===== config.mk =====
export PLATFORM = sky130hd
export DESIGN_NAME = wash_phase_timer
export DESIGN_NICKNAME = d
export VERILOG_FILES = /design/src/rtl/wash_phase_timer.sv
export SDC_FILE = /design/constraint.sdc
export NUM_CORES = 1
export LEC_CHECK = 0
export ABC_AREA = 1
export CAP_MARGIN = 20
export CELL_PAD_IN_SITES_DETAIL_PLACEMENT = 1
export CELL_PAD_IN_SITES_GLOBAL_PLACEMENT = 2
export CORE_UTILIZATION = 25
export CTS_CLUSTER_DIAMETER = 50
export CTS_CLUSTER_SIZE = 10
export DETAILED_ROUTE_END_ITERATION = 10
export GPL_TIMING_DRIVEN = 0
export PLACE_DENSITY = 0.77
export SLEW_MARGIN = 20
export SYNTH_ARGS = -nofsm -noshare
export SYNTH_HDL_FRONTEND = slang
export SYNTH_SLANG_ARGS = --single-unit

===== constraint.sdc =====
create_clock -name clk -period 3.8 [get_ports clk]
set_input_delay 0.57 -clock clk [delete_from_list [all_inputs] [get_ports clk]]
set_output_delay 0.57 -clock clk [all_outputs]
set_load 0.02 [all_outputs]

===== src/rtl/wash_phase_timer.sv =====
// wash_phase_timer
//   Phase timing and supervision for the washing machine sequencer. Latches a
//   wash program on start, times each phase the sequencer reports (fill,
//   wash/rinse, drain, spin), returns level timeouts for the cycle and spin
//   phases, and latches a fault on fill/drain overrun or on a phase conflict.
//
// Ports
//   clk            clock
//   reset          asynchronous, active-low reset
//   start          start request, honoured only in IDLE
//   prog [1:0]     wash program latched on accepted start (3 behaves as 0);
//                  named prog because "program" is a reserved word
//   abort          synchronous return to IDLE from any state
//   fill_active    sequencer fill phase
//   cycle_active   sequencer wash/rinse phase
//   drain_active   sequencer drain phase
//   spin_active    sequencer spin phase
//   done           sequencer finished the program
//   busy           high while ACTIVE
//   cycle_timeout  wash/rinse phase expired (level)
//   spin_timeout   spin phase expired (level)
//   fault          high while FAULT
//   fault_code     1 fill overrun, 2 drain overrun, 3 phase conflict
//   remaining      ticks left in the current phase (0 outside ACTIVE)
module wash_phase_timer #(
    parameter int TICK_DIV    = 1000,
    parameter int CNT_W       = 12,
    parameter int WASH_NORMAL = 600,
    parameter int WASH_QUICK  = 300,
    parameter int WASH_HEAVY  = 900,
    parameter int RINSE_T     = 240,
    parameter int SPIN_T      = 120,
    parameter int FILL_LIMIT  = 180,
    parameter int DRAIN_LIMIT = 120
) (
    input  logic             clk,
    input  logic             reset,
    input  logic             start,
    input  logic [1:0]       prog,
    input  logic             abort,
    input  logic             fill_active,
    input  logic             cycle_active,
    input  logic             drain_active,
    input  logic             spin_active,
    input  logic             done,
    output logic             busy,
    output logic             cycle_timeout,
    output logic             spin_timeout,
    output logic             fault,
    output logic [1:0]       fault_code,
    output logic [CNT_W-1:0] remaining
);
    localparam int PS_W = $clog2(TICK_DIV);

    typedef enum logic [1:0] {IDLE, ACTIVE, FAULT} state_t;

    state_t           state, state_nxt;
    logic [1:0]       prog_q, prog_nxt;
    logic [1:0]       cyc_cnt, cyc_cnt_nxt;   // cycle-phase entries, saturating at 2
    logic [PS_W-1:0]  presc, presc_nxt;
    logic [CNT_W-1:0] cnt_nxt;                // remaining doubles as the tick counter
    logic             cto_nxt, sto_nxt;
    logic [1:0]       code_nxt;
    logic [3:0]       phases, phase_prev;
    logic             any_phase, conflict, entry, wrap, expired;
    logic [CNT_W-1:0] entry_dur;

    function automatic logic [CNT_W-1:0] wash_dur(input logic [1:0] p);
        case (p)
            2'd1:    return CNT_W'(WASH_QUICK);
            2'd2:    return CNT_W'(WASH_HEAVY);
            default: return CNT_W'(WASH_NORMAL);
        endcase
    endfunction

    // Phase decode. Conflict is tested ahead of everything else, so the
    // entry/expiry terms below may assume at most one phase is high.
    assign phases    = {spin_active, drain_active, cycle_active, fill_active};
    assign any_phase = |phases;
    assign conflict  = (phases & (phases - 4'd1)) != 4'd0;
    assign entry     = |(phases & ~phase_prev);
    assign wrap      = presc == PS_W'(TICK_DIV - 1);
    assign expired   = any_phase && !entry && (remaining == '0);

    always_comb begin
        entry_dur = '0;
        if (fill_active)
            entry_dur = CNT_W'(FILL_LIMIT);
        else if (cycle_active)
            entry_dur = (cyc_cnt == 2'd0) ? wash_dur(prog_q) : CNT_W'(RINSE_T);
        else if (drain_active)
            entry_dur = CNT_W'(DRAIN_LIMIT);
        else if (spin_active)
            entry_dur = CNT_W'(SPIN_T);
    end

    // State register
    always_ff @(posedge clk or negedge reset) begin
        if (!reset) state <= IDLE;
        else        state <= state_nxt;
    end

    // Next-state logic
    always_comb begin
        state_nxt = state;
        unique case (state)
            IDLE:
                if (start && !abort) state_nxt = ACTIVE;
            ACTIVE:
                if (abort)
                    state_nxt = IDLE;
                else if (conflict)
                    state_nxt = FAULT;
                else if (done)
                    state_nxt = IDLE;
                else if (expired && (fill_active || drain_active))
                    state_nxt = FAULT;
            FAULT:
                if (abort) state_nxt = IDLE;
            default:
                state_nxt = IDLE;
        endcase
    end

    // Output / datapath next values; everything lands in registers below.
    always_comb begin
        prog_nxt    = prog_q;
        cyc_cnt_nxt = cyc_cnt;
        presc_nxt   = presc;
        cnt_nxt     = remaining;
        cto_nxt     = 1'b0;
        sto_nxt     = 1'b0;
        code_nxt    = fault_code;
        unique case (state)
            IDLE: begin
                cnt_nxt  = '0;
                code_nxt = 2'd0;
                if (start && !abort) begin
                    prog_nxt    = prog;
                    cyc_cnt_nxt = 2'd0;
                    presc_nxt   = '0;
                end
            end
            ACTIVE: begin
                if (abort || conflict || done) begin
                    cnt_nxt = '0;
                    if (!abort && conflict) code_nxt = 2'd3;
                end else if (entry) begin
                    cnt_nxt   = entry_dur;
                    presc_nxt = '0;
                    if (cycle_active && cyc_cnt != 2'd2) cyc_cnt_nxt = cyc_cnt + 2'd1;
                end else if (any_phase) begin
                    presc_nxt = wrap ? '0 : presc + 1'b1;
                    if (wrap && remaining != '0) cnt_nxt = remaining - 1'b1;
                    // Expiry: the counter already sat at 0 entering this edge.
                    if (remaining == '0) begin
                        cto_nxt = cycle_active;
                        sto_nxt = spin_active;
                        if (fill_active)  code_nxt = 2'd1;
                        if (drain_active) code_nxt = 2'd2;
                    end
                end
                // No phase high: counter and prescaler hold, timeouts drop.
            end
            FAULT: begin
                cnt_nxt = '0;
                if (abort) code_nxt = 2'd0;
            end
            default: begin
                cnt_nxt  = '0;
                code_nxt = 2'd0;
            end
        endcase
    end

    always_ff @(posedge clk or negedge reset) begin
        if (!reset) begin
            prog_q        <= 2'd0;
            cyc_cnt       <= 2'd0;
            presc         <= '0;
            remaining     <= '0;
            cycle_timeout <= 1'b0;
            spin_timeout  <= 1'b0;
            fault_code    <= 2'd0;
            busy          <= 1'b0;
            fault         <= 1'b0;
            phase_prev    <= 4'd0;
        end else begin
            prog_q        <= prog_nxt;
            cyc_cnt       <= cyc_cnt_nxt;
            presc         <= presc_nxt;
            remaining     <= cnt_nxt;
            cycle_timeout <= cto_nxt;
            spin_timeout  <= sto_nxt;
            fault_code    <= code_nxt;
            busy          <= (state_nxt == ACTIVE);
            fault         <= (state_nxt == FAULT);
            phase_prev    <= phases;
        end
    end
endmodule


* Yosys cells after proc, flatten, opt, wreduce, memory -nomap -nowiden
Cells that the tools add are included.
Widths: inputs -> output; s select.
** Storage, ports and cells
- Register bits :: 38
- Latch bits :: 0
- RAM bits :: 0
- Memory bits (read-only) :: 0
- Bits of input ports :: 11
- Output and inout port bits :: 18
- Memories :: 0
** Cells by class
- $add $sub $neg :: 4
- Multipliers :: 0
- Div/mod/pow operators :: 0
- $lt $le $gt $ge :: 0
- Eq/ne operators :: 21
- Shift-type cells :: 0
- Mux-type cells :: 48
- Bitwise gates (word level) :: 3
- Reduce and logical (&&, ||, !) cells :: 25
** Operators by type and width (count)
- $mux 12 :: 8
- $mux 10 :: 5
- $pmux 10 s2 :: 2
- $mux 2 :: 18
- $ne 3x3->1 const B :: 5
- $mux 7 :: 2
- $logic_not 12->1 :: 1
- $ne 2x2->1 const B :: 6
- $ne 4x4->1 const B :: 3
- $reduce_bool 12->1 :: 1
- $sub 12x1->12 const B :: 1
- $add 10x1->10 const B :: 1
- $eq 10x10->1 const B :: 1
- $mux 1 :: 10
- $and 4x4->4 :: 2
- $pmux 2 s2 :: 2
- $reduce_or 4->1 :: 2
- $logic_and 1x1->1 :: 7
- $eq 2x1->1 const B :: 3
- $eq 2x2->1 const B :: 3
- $pmux 2 s3 :: 1
- $reduce_and 6->1 :: 1
- $reduce_and 5->1 :: 1
- $logic_not 2->1 :: 2
- other kinds (9) :: 13

* Depth between registers and ports, before layout
- Depth in word-level cells :: 13
- Mapped depth :: 10
- Mapped depth without buffers :: 10

* Worst setup path before layout
No wires, ideal clock.
- Path kind :: input port to flip-flop
- From :: input fill_active
- To :: register remaining[5]
- Data arrival time :: 1407 ps
- Required time :: 3679 ps
- Path slack :: 2271 ps
- Cell stages on the path :: 9
- Cells stage by stage :: nor2_2 nand2_1 nand2_4 nand2_4 nor2_4 nand2_4 buf_6 nand3_1 o21ai_1
** Between the ends
- Cells in the longest elaborated chain, start to end :: 7
- Elaborated cells between the ends (all ways) :: 15
- Those cells by class :: 1 x add/sub; 2 x eq/ne; 4 x mux; 2 x bitwise; 6 x reduce/logical
** Ends and longest elaborated chain
- from (decl) :: RTL line 41 : input logic fill_active,
- $sub 4x1->4 :: RTL line 80 : assign conflict = (phases & (phases - 4'd1)) != 4'd0;
- $and 4x4->4 :: RTL line 80
- $reduce_bool 4->1 :: RTL line 80
- $logic_or 1x1->1 (2 in a row) :: RTL line 145 : if (abort || conflict || done) begin
- $ne 4x4->1 (no line) / $mux 12 (equally long branches)
- $reduce_and 2->1 (no line) / $mux 12 (equally long branches)
- to (signal assigned) :: RTL line 192 : remaining <= cnt_nxt;
- to (decl) :: RTL line 51 : output logic [CNT_W-1:0] remaining
Parallel ways exist; a longest one is shown, timed or not.
A chain may end at the register's enable or synchronous reset.

* Worst setup path after layout
- From :: input cycle_active
- To :: register spin_timeout
** Between the ends
- Cells in the longest elaborated chain, start to end :: 7
- Elaborated cells between the ends (all ways) :: 12
- Those cells by class :: 1 x add/sub; 4 x mux; 2 x bitwise; 5 x reduce/logical
** Ends and longest elaborated chain
- from (decl) :: RTL line 42 : input logic cycle_active,
- $sub 4x1->4 :: RTL line 80
- $and 4x4->4 :: RTL line 80
- $reduce_bool 4->1 :: RTL line 80
- $logic_or 1x1->1 (2 in a row) :: RTL line 145
- $mux 1 (*) :: RTL line 145
- $mux 1 (*) :: RTL line 134 : unique case (state)
- named net sto_nxt :: RTL line 62 : logic cto_nxt, sto_nxt;
- to (signal assigned) :: RTL line 194 : spin_timeout <= sto_nxt;
- to (decl) :: RTL line 48 : output logic spin_timeout,
Mark *: on every way through the listed nets, which the timed path passes. The rest lies on a longest branch.

==> impl_metrics.csv <==
group,metric,value,unit
critical_path,cp-start-kind,"primary input",
synth,syn_nets,367,
clock_tree,clock-sinks,38,
placed_design,dp_cells,506,
final_layout,area_growth_syn_to_layout,22.6,%
synth,yosysWarningCount,0,
die,num_io_pins,29,
clock_tree,numCtsBuffers,5,
power,power_frac_comb,21.5,%
final_layout,n_antenna_cell,0,
timing,setup_viol,0,
die,initial_core_util,26.2,%
clock_tree,htreeDepth,2,
timing,tightest_slew,0.508,ns
critical_path,path_cells,"clkdlybuf4s50_1, nand2_1, nand2_1, nor2_4, nand2_2, nor2_4, inv_1, nor3b_1",
final_layout,drive_gt1_share,9.09,%
critical_path,path_class,"primary input to flop",
timing,finalHoldViolations,0,
power,leakage,1.49,nW
run_status,status,"completed",
clock_tree,cts_tree,"built",
timing,period_share,55.6,%
clock_tree,postCtsResizedCells,0,
power,p_seq_share,46.3,%
synth,ys_ff_latch,38,
timing,rsz0062_at_grt,"false",
die,coreArea,9370,sq um
timing,fin_tns_setup,0,ns
clock_tree,path_clk_slew,0.09,ns
power,power.switching,0.000301,W
grt,grt_pass1_wl,12000,um
power,p_int,0.000639,W
critical_path,reg2reg_slack,2.08,ns
hold_path,hold_path.class,"primary input to asynchronous set/reset pin",
critical_path,crit_fanout,8,
final_layout,stdcell_count,514,
critical_path,crit_path_top_delay_cell,"clkdlybuf4s50_1",
clock_tree,post_cts_buffers,0,
final_layout,final_util,32.2,%
clock_tree,cts_root_buf,"clkbuf_8",
placed_design,routabilityCongestion,0.786,
critical_path,worstPathRequired,3.96,ns
route,antenna_left,0,
route,drt-initial-drc-count,77,
route,viasPerCell,4.58,
timing,hold_slack,0.230,ns
die,die-area,10200,sq um
placed_design,hpwl,5410,um
die,core.rowCount,35,
final_layout,fill_cells,1195,
clock_tree,clk_path_buf_depth,2,
timing,finalWorstSetupSlack,1.69,ns
grt,gr-usage-all-layers,15.2,%
timing,finClkSkew,0.0123,ns
power,p_per_area,312,nW/um^2
run,cap_violations,0,
critical_path,endpoint_kind,"flop",
final_layout,nets,403,
grt,grt_pass1_vias,2392,
grt,overflow,0,
synth,syn_area_per_cell,7.07,sq um
grt,grt_max_degree,21,
route,route.vias.total,2353,
die,die_h,101,um
critical_path,critPathArrivalTime,2.28,ns
synth,syn_inst,348,
route,drt_first_pass_iters,4,
critical_path,r2r_start,"presc[0]",
power,ir_drop,0.000138,V
route,route.detailed.drc,0,
placed_design,place_ws,1.40,ns
critical_path,slowest_delay,0.55,ns
power,switching_share,32.0,%
synth,synth_cell_type_count,26,
timing,fmax,0.473,GHz
route,routedWlPerCell,13.6,um
clock_tree,hold_buffers,0,
synth,yosysSeqAreaShare,38.7,%
route,finalWirelength,6980,um
grt,grt_antenna_before_repair,0,
timing,slew_viol_final,0,
critical_path,startpoint,"cycle_active",
timing,slew-limit-headroom,66.2,%
clock_tree,clkLatencyLatePin,0.30,ns
die,die_width,101,um
synth,netlist_area,2460,sq um
power,clkPwrFrac,32.2,%
placed_design,port-buffer-count,28,
timing,period_minus_slack,2.11,ns
-- critical path: cells and delay by family --
family	cells	cell delay, ns
and+or+nand+nor	6	1.05
buffers and inverters	2	0.66
-- layout by cell type, fill, tap and decap left out, types with 4 or more instances in the layout --
master           Yosys  routed
a21oi_1              4       4
buf_2                4       5
clkbuf_8             0       6
clkdlybuf4s50_1      0      27
dfrtp_1             38      38
ha_1                 8       8
inv_1               46      46
nand2_1             98      98
nand2_4              4       4
nand3_1             46      46
nand4_1             10      10
nor2_1              34      34
nor2_2               4       4
nor2_4               5       5
nor3_1               4       4
o21ai_0             20      20
o21ai_1              5       5
o22ai_1              4       4
-- stage by stage --
step | area [sq um] | total power, W
floorplan | 2460 | 0.000565
global placement | 2900 | 0.000641
detailed placement | 2920 | 0.000649
CTS | 3020 | 0.000956
global route | 3020 | 0.000999
finish | 3020 | 0.000940
-- cell families after synthesis --
kind of cell	count (synthesis)	synth area share, %
adder cells (fa/ha/maj)	8	4.07
buffers and inverters	52	8.75
AO/OA/AOI/OAI	37	8.19
AND/OR/NAND/NOR	212	40.0
flip-flops	38	38.7
XOR/XNOR	1	0.356
-- Yosys cell counts --
cell type,number,share of area (%)
a21oi_1,4,0.81
buf_2,4,0.81
buf_6,2,0.92
dfrtp_1,38,39
ha_1,8,4.1
inv_1,46,7.0
nand2_1,98,15
nand2_2,3,0.76
nand2_4,4,1.8
nand3_1,46,9.4
nand3_2,1,0.41
nand4_1,10,2.5
nor2_1,34,5.2
nor2_2,4,1.0
nor2_4,5,2.3
nor3_1,4,0.81
nor3b_1,1,0.31
o211ai_1,1,0.31
o21a_1,1,0.31
o21ai_0,20,4.1
o21ai_1,5,1.0
o21ai_2,1,0.36
o22ai_1,4,1.0
o31ai_1,1,0.31
or2_2,2,0.51
xor2_1,1,0.36
-- registers in the layout (all words and copies together), names as in the netlist --
register       count
fault_code         2
spin_timeout       1
state              2
cycle_timeout      1
fault              1
cyc_cnt            2
busy               1
phase_prev         4
remaining         12
presc             10
prog_q             2
-- final timing paths --
check / endpoint / cells after the start
max in group asynchronous: presc[1] / 2
min reg2reg: fault_code[0] / 2
max reg2reg: remaining[2] / 9
min in group clk: fault_code[0] / 2
max: spin_timeout / 8
min: remaining[5] / 1
-- per-layer routing --
| metal | global-route usage [%] | share of wire, % |
|---|---|---|
| met3 | 2.35 | 3.0 |
| met5 | 0 | 0 |
| met1 | 21.1 | 51 |
| met4 | 3.68 | 0.96 |
| met2 | 24.9 | 45 |
-- power by group through the flow --
stage          registers (W)  logic [W]  clock network, W
2_1_floorplan       0.000448   0.000117                 0
3_3_place_gp        0.000442   0.000198                 0
3_5_place_dp        0.000443   0.000206                 0
4_1_cts             0.000435   0.000207          0.000314
5_1_grt             0.000437   0.000232          0.000330
6_report            0.000435   0.000202          0.000302
-- layout make-up --
cell class	instances	area, sq um	area share (%)
multi-input combinational	258	1290	42.9
sequential	38	951	31.5
timing repair buffer	29	303	10.0
inverter	46	173	5.73
tap	129	161	5.35
clock buffer	7	86.3	2.86
buffer	6	42.5	1.41
clock inverter	1	5.00	0.166
Note: power is estimated with default switching activity, not from simulation.
